===== src/rtl/common_bypass_fifo_active.sv =====
// DEPTH-entry FIFO between pipeline stages with same-cycle bypass when empty,
// optional registered upstream ready, synchronous flush and occupancy output.
module common_bypass_fifo_active #(
    parameter int BUFFER_WIDTH     = 1,
    parameter int DEPTH            = 2,
    parameter bit READY_REGISTERED = 1'b1,
    localparam int CW              = $clog2(DEPTH + 1)
) (
    input  logic                    clk,
    input  logic                    reset,
    input  logic                    flush,
    input  logic [BUFFER_WIDTH-1:0] prev_i_data,
    input  logic                    prev_i_valid,
    output logic                    prev_o_ready,
    output logic [BUFFER_WIDTH-1:0] next_o_data,
    output logic                    next_o_valid,
    input  logic                    next_i_ready,
    output logic [CW-1:0]           o_count
);

    // A single-entry buffer still needs a 1-bit pointer.
    localparam int PW = (DEPTH > 1) ? $clog2(DEPTH) : 1;

    logic [BUFFER_WIDTH-1:0] mem [DEPTH];
    logic [PW-1:0]           rd_ptr;
    logic [PW-1:0]           wr_ptr;
    logic [CW-1:0]           count;
    logic [CW-1:0]           count_next;
    logic                    empty;
    logic                    acc;
    logic                    pop;
    logic                    store;
    logic                    drain;

    assign empty = (count == '0);
    assign acc   = prev_i_valid & prev_o_ready;
    assign pop   = next_o_valid & next_i_ready;

    // A beat taken while empty and downstream ready bypasses storage entirely.
    assign store = acc & ~(empty & next_i_ready);
    assign drain = ~empty & pop;

    assign next_o_valid = ~flush & (~empty | acc);
    assign next_o_data  = empty ? prev_i_data : mem[rd_ptr];
    assign o_count      = count;

    // NOTE: every variable assigned in always_comb gets a default first, so no latch is inferred.
    always_comb begin
        count_next = count;
        if (flush) begin
            count_next = '0;
        end else begin
            case ({store, drain})
                2'b10:   count_next = count + CW'(1);
                2'b01:   count_next = count - CW'(1);
                default: count_next = count;
            endcase
        end
    end

    // NOTE: sequential state uses non-blocking assignments so every flop samples pre-edge values.
    always_ff @(posedge clk or posedge reset) begin
        if (reset) begin
            count  <= '0;
            rd_ptr <= '0;
            wr_ptr <= '0;
        end else begin
            count <= count_next;
            if (flush) begin
                rd_ptr <= '0;
                wr_ptr <= '0;
            end else begin
                if (store) wr_ptr <= (wr_ptr == PW'(DEPTH - 1)) ? '0 : wr_ptr + PW'(1);
                if (drain) rd_ptr <= (rd_ptr == PW'(DEPTH - 1)) ? '0 : rd_ptr + PW'(1);
            end
        end
    end

    // NOTE: storage is deliberately not reset; count gates its visibility, and no reset keeps it a plain RAM.
    always_ff @(posedge clk) begin
        if (store) mem[wr_ptr] <= prev_i_data;
    end

    generate
        if (READY_REGISTERED) begin : g_ready_reg
            logic ready_q;
            logic ready_q_d;

            // Ready tracks next-cycle occupancy, so an accepted beat always has a slot.
            assign ready_q_d = flush ? 1'b1 : (count_next < CW'(DEPTH));

            always_ff @(posedge clk or posedge reset) begin
                if (reset) ready_q <= 1'b0;
                else       ready_q <= ready_q_d;
            end

            assign prev_o_ready = ready_q & ~flush;
        end else begin : g_ready_comb
            assign prev_o_ready = ~flush & ((count < CW'(DEPTH)) | next_i_ready);
        end
    endgenerate

endmodule


===== config.mk =====
export PLATFORM = sky130hd
export DESIGN_NAME = common_bypass_fifo_active
export DESIGN_NICKNAME = d
export VERILOG_FILES = /design/src/rtl/common_bypass_fifo_active.sv
export SDC_FILE = /design/constraint.sdc
export NUM_CORES = 1
export LEC_CHECK = 0
export CORE_AREA = 2 2 39 41
export DETAILED_ROUTE_END_ITERATION = 12
export DIE_AREA = 0 0 41 43
export GPL_TIMING_DRIVEN = 0
export SYNTH_ARGS = -nofsm -noshare
export SYNTH_HDL_FRONTEND = slang
export SYNTH_SLANG_ARGS = --single-unit

===== constraint.sdc =====
create_clock -name clk -period 2.4 [get_ports clk]
set_input_delay 0.36 -clock clk [delete_from_list [all_inputs] [get_ports clk]]
set_output_delay 0.36 -clock clk [all_outputs]
set_load 0.01 [all_outputs]

==> out/results.ini, run 1 <==
[status]
status=finished clean

[sta]
fmaxAchievable_mhz=501
setup_violations=0
hold_violations=0
rsz0062_at_grt=no
fin_skew_ps=3.25
min_period_ps=2000
relSlewSlack_pct=84.3
fin_crit_sh_pct=83.2
worst_pin_slew_ps=236
slew_violations=0
tns_ps=0
finalWorstSetupSlack_ps=404

[grt]
overflow=0
grt_pass1_wl_mm=1.10
grt_usage_pct=9.80
antenna_found_initial=0
grt_start_max_net_pins=10
grt_pass1_vias=296

[floorplan]
die_w_um=41
num_rows=14
initial_core_util_pct=28.9
die_y_um=43
core_um2=1380
dieArea_um2=1760
ios=11

[synth]
synth_flop_cell=dfrtp_1
syn_avg_cell_area_um2=10.0
postSynthCellCount=40
synth-compound-area-share_pct=8.44
synth_top_family_by_area=simple AND/OR/NAND/NOR gates
synth_area_um2=400
synthAdderAreaFrac_pct=6.25
synth_cell_type_count=21
async_flop_share_pct=71.4
synth_top_cell_area_share_pct=31.3
ys_warn_count=0
synthMuxAreaShare_pct=10.3
synth_edf_count=2
yosys.area.top_type=dfrtp_1
synth_seq_cells=7
yosys-top-cells-area=dfrtp_1 31%, edfxtp_1 15%, mux2i_1 7.5%
syn_nets=48
yosysSeqAreaShare_pct=46.3
synth-simple-area-share_pct=22.5
synth_xor_area_share_pct=2.19

[layout]
n_fill_cell=147
nets=62
final_common_cell=clkdlybuf4s50_1
synthToLayoutAreaGrowth_pct=34.1
antenna_cells=0
drive_gt1_share_pct=17.0
layout_common_cells=9 x clkdlybuf4s50_1, 5 x dfrtp_1, 4 x nor2_1

[pwr]
power_density_nw_per_um2=496
vdd_drop_max_mv=0.177
p_leak_nw=0.233

[clocking]
clkSlewWorstSetupHoldPaths_ps=50
htree_levels=1
postCtsSetupRepairBufs=0
numCtsBuffers=3
worstSkewPairLatency_ps=250
cts.repair.resized=0
hold_buffers=0
clockBufferDepth=2
cts-root-buf=clkbuf_4
cts_tree=yes
clock_sinks=7

[placed_design]
gp_congestion=0.595
place_ws_ps=156
dp_hpwl_um=524
portBuffers=9

[detailed_routing]
viasPerCell=4.49
wl_per_cell_um=9.74
antenna_left=0
via_count=310
dr.pass1.iters=4
drc=0
drt-initial-drc-count=4
wl_um=672

[setup_path]
reg2reg_depth=6
cp-start-kind=register
crit_type=reg2out
crit_path_end_kind=output port
regToRegSetupSlack_ps=450
worst_r2r_startpoint=o_count[0]
cp-startpoint=o_count[0]
cp_max_fo=7
crit_arrival_ps=1640
critPathRequiredTime_ps=2040

[min_path]
hold_class=in2async

[flow_run]
maxCapViolCount=0

[final timing paths]
| check | endpoint |
|---|---|
| setup reg to reg | o_count[1] |
| max in group asynchronous | rd_ptr |
| setup / recovery | next_o_data |
| hold / removal | g_ready_reg.ready_q |
| hold reg to reg | wr_ptr |
| min in group clk | o_count[0] |
[sequential cells by signal, indices dropped and copies added (netlist names)]
name	count
mem	2
o_count	2
g_ready_reg.ready_q	1
rd_ptr	1
wr_ptr	1
[cell usage after synthesis (2+ instances only)]
library cell / count
dfrtp_1: 5
nor2_1: 4
a21oi_1: 3
mux2i_1: 3
nand2_1: 3
edfxtp_1: 2
ha_1: 2
inv_1: 2
nor2b_1: 2
o21ai_0: 2
or3_1: 2
[cells by family (layout without fill, tap and decap cells)]
family,after synthesis,count (layout)
muxes,4,4
buffers and inverters,4,17
DFF,7,7
adders and majority gates,2,2
and+or+nand+nor,16,16
xor gates and xnor gates,1,1
AOI/OAI and AO/OA,6,6
[layer usage]
layer,share of wire [%],up-vias,GRT usage (%)
met5,0,-,0
met4,4.2,0,12.0
met3,6.4,4,1.57
met2,40,11,13.1
met1,49,137,11.1
li1,-,158,-
[worst max-delay path, cell delays in order (launching register included)]
cell and delay (ps):
dfrtp_1 430, nor2_2 250, nand2_1 80, o21ai_0 70, clkdlybuf4s50_1 560
[report_power, final]
part / switching [W] / total (W) / internal, W
registers: 0.00000212 / 0.000128 / 0.000126
clock network: 0.0000413 / 0.000105 / 0.0000633
logic: 0.0000150 / 0.0000336 / 0.0000186
total: 0.0000585 / 0.000266 / 0.000208
[stage by stage]
| step | cells | area (µm²) | total power [W] | hold slack [ps] | utilization, % |
|---|---|---|---|---|---|
| after floorplan | 40 | 400 | 0.000147 | 139 | - |
| after global placement | 65 | 510 | 0.000164 | 477 | 36.9 |
| after detailed placement | 65 | 510 | 0.000164 | 481 | 36.9 |
| after CTS | 69 | 537 | 0.000271 | 331 | 38.8 |
| after global routing | 69 | 537 | 0.000283 | 328 | 38.8 |
| final | 69 | 537 | 0.000266 | 318 | 38.8 |
[final cells by class]
class                      count  area [µm²]  area share (%)
buffer                         1        5.00           0.932
timing repair buffer           9        90.1            16.8
inverter                       3        11.3            2.10
multi-input combinational     29         199            37.1
tap                           16        20.0            3.73
clock buffer                   4        26.3            4.90
sequential                     7         185            34.5
Note: power is estimated with default switching activity, not from simulation.
==> run 2, diff against run 1 <==
==> constraint.sdc (replaced) <==
create_clock -name clk -period 1.9 [get_ports clk]
set_input_delay 0.285 -clock clk [delete_from_list [all_inputs] [get_ports clk]]
set_output_delay 0.285 -clock clk [all_outputs]
set_load 0.01 [all_outputs]
==> run 2 against run 1 <==
First-iteration DRC count grew 75%. Clock power grew 28%. Highest routed layer unchanged. Worst hold slack lost 78 ps. Critical path depth grew 3. Combinational power grew 29%. Via count grew 3.9%. Total power grew 28%. Setup slack lost 320 ps.
==> out/results.ini, run 2 (synthesis results as in run 1) <==
[detailed_routing]
via_count=322
viasPerCell=4.54
topRoutingLayerUsed=met4
met2_length_um=286
met1_length_um=321
dr.pass1.iters=4
wl_um=686
drc=0
route.met3.wl_um=38
antenna_left=0
wl_per_cell_um=9.66
drt-initial-drc-count=7

[setup_path]
cp-start-kind=input pin
cp_num_buf_inv=1
cp_slowest_cell=clkdlybuf4s50_1
path_cells=clkdlybuf4s50_1 -> nand2_1 -> a211o_4 -> ha_1 -> xnor2_1 -> nor2_1 -> mux2_2
crit_path_end_kind=register
cp_max_fo=4
crit_type=in2reg
crit_arrival_ps=1950
critPathRequiredTime_ps=2040
critPathTopFamily=buffers and inverters
slowest_delay_ps=460

[sta]
worst_pin_slew_ps=204
slew_violations=0
setup_violations=0
fmaxAchievable_mhz=551
rsz0062_at_grt=no
relSlewSlack_pct=86.4
hold_violations=0
fin_skew_ps=3.67
min_period_ps=1820
fin_crit_sh_pct=95.6

[grt]
overflow=0
antenna_found_initial=0
grt_pass1_wl_mm=1.10
grt_usage_pct=9.80
grt_start_max_net_pins=10
grt_pass1_vias=300

[pwr]
p_leak_nw=0.265
power_density_nw_per_um2=594
finalPower_w=0.000340
switchingPower_w=0.0000764
vdd_drop_max_mv=0.224
netSwitchingFraction_pct=22.5
p_clk_share_pct=39.5
seqPwrFrac_pct=47.7
p_int_w=0.000263
power_frac_comb_pct=12.8

[min_path]
hold_class=in2async

[clocking]
htree_levels=1
clkSlewWorstSetupHoldPaths_ps=50
cts_tree=yes
cts-root-buf=clkbuf_4
clock_sinks=7
clockBufferDepth=2
worstSkewPairLatency_ps=250
hold_buffers=0
numCtsBuffers=3

[layout]
n_fill_cell=147
design_area_um2=572
synthToLayoutAreaGrowth_pct=42.8
nets=64
layout_common_cells=7 x clkdlybuf4s50_1, 4 x nor2_1, 4 x dfrtp_1
final_common_cell=clkdlybuf4s50_1
drive_gt1_share_pct=23.6
antenna_cells=0

[floorplan]
die_y_um=43
die_w_um=41
num_rows=14
ios=11
dieArea_um2=1760
core_um2=1380
initial_core_util_pct=28.9

[placed_design]
dp_hpwl_um=524
portBuffers=9
gp_congestion=0.595
postPlaceCellArea_um2=510

[flow_run]
maxCapViolCount=0

[status]
status=finished clean

[run 2: cell type report]
class	instances	area (µm²)	area share [%]
inverter	3	11.3	1.97
timing repair buffer	11	110	19.3
sequential	7	186	32.6
buffer	1	5.00	0.875
multi-input combinational	29	213	37.2
clock buffer	4	26.3	4.60
tap	16	20.0	3.50
[run 2: worst paths after layout]
check / slack [ps] / endpoint / cells after the start / start
max: 80 / o_count[1] / 7 / prev_i_valid
min: 240 / g_ready_reg.ready_q / 2 / reset
max reg2reg: 90 / o_count[1] / 6 / o_count[0]
min reg2reg: 490 / wr_ptr / 1 / wr_ptr
max in group asynchronous: 1470 / o_count[0] / 2 / reset
min in group clk: 330 / o_count[0] / 2 / flush
[run 2: what timing repair did]
| action | in CTS | in global routing |
|---|---|---|
| endpoints found under the hold margin | 0 | 0 |
| pin swaps | 1 | 3 |
| setup endpoints to repair | 2 | 3 |
| gates cloned | 0 | 0 |
| buffers inserted | 1 | 1 |
| gates resized for setup | 2 | 3 |
[run 2: metal layers]
layer | up-vias | GRT usage, %
met5 | - | 0
li1 | 162 | -
met1 | 143 | 11.1
met4 | 0 | 12.0
met2 | 12 | 13.1
met3 | 5 | 1.57
[run 2: power by group through the flow]
stage               clock network (W)  registers [W]  logic (W)
detailed placement                  0       0.000164  0.0000429
global placement                    0       0.000164  0.0000427
global route                 0.000149       0.000162  0.0000482
floorplan                           0       0.000164  0.0000212
finish                       0.000134       0.000162  0.0000435
CTS                          0.000138       0.000162  0.0000436
[run 2: per-stage QoR]
step / hold WS [ps] / TNS (ps) / worst slack [ps] / cells / util (%)
final: 239 / 0 / 83.6 / 71 / 41.3
after global routing: 253 / 0 / 7.03 / 71 / 41.3
after CTS: 256 / 0 / 17.3 / 70 / 39.8
after detailed placement: 481 / -438 / -269 / 65 / 36.9
after global placement: 477 / -451 / -274 / 65 / 36.9
after floorplan: 63.5 / 0 / 64.1 / 40 / -
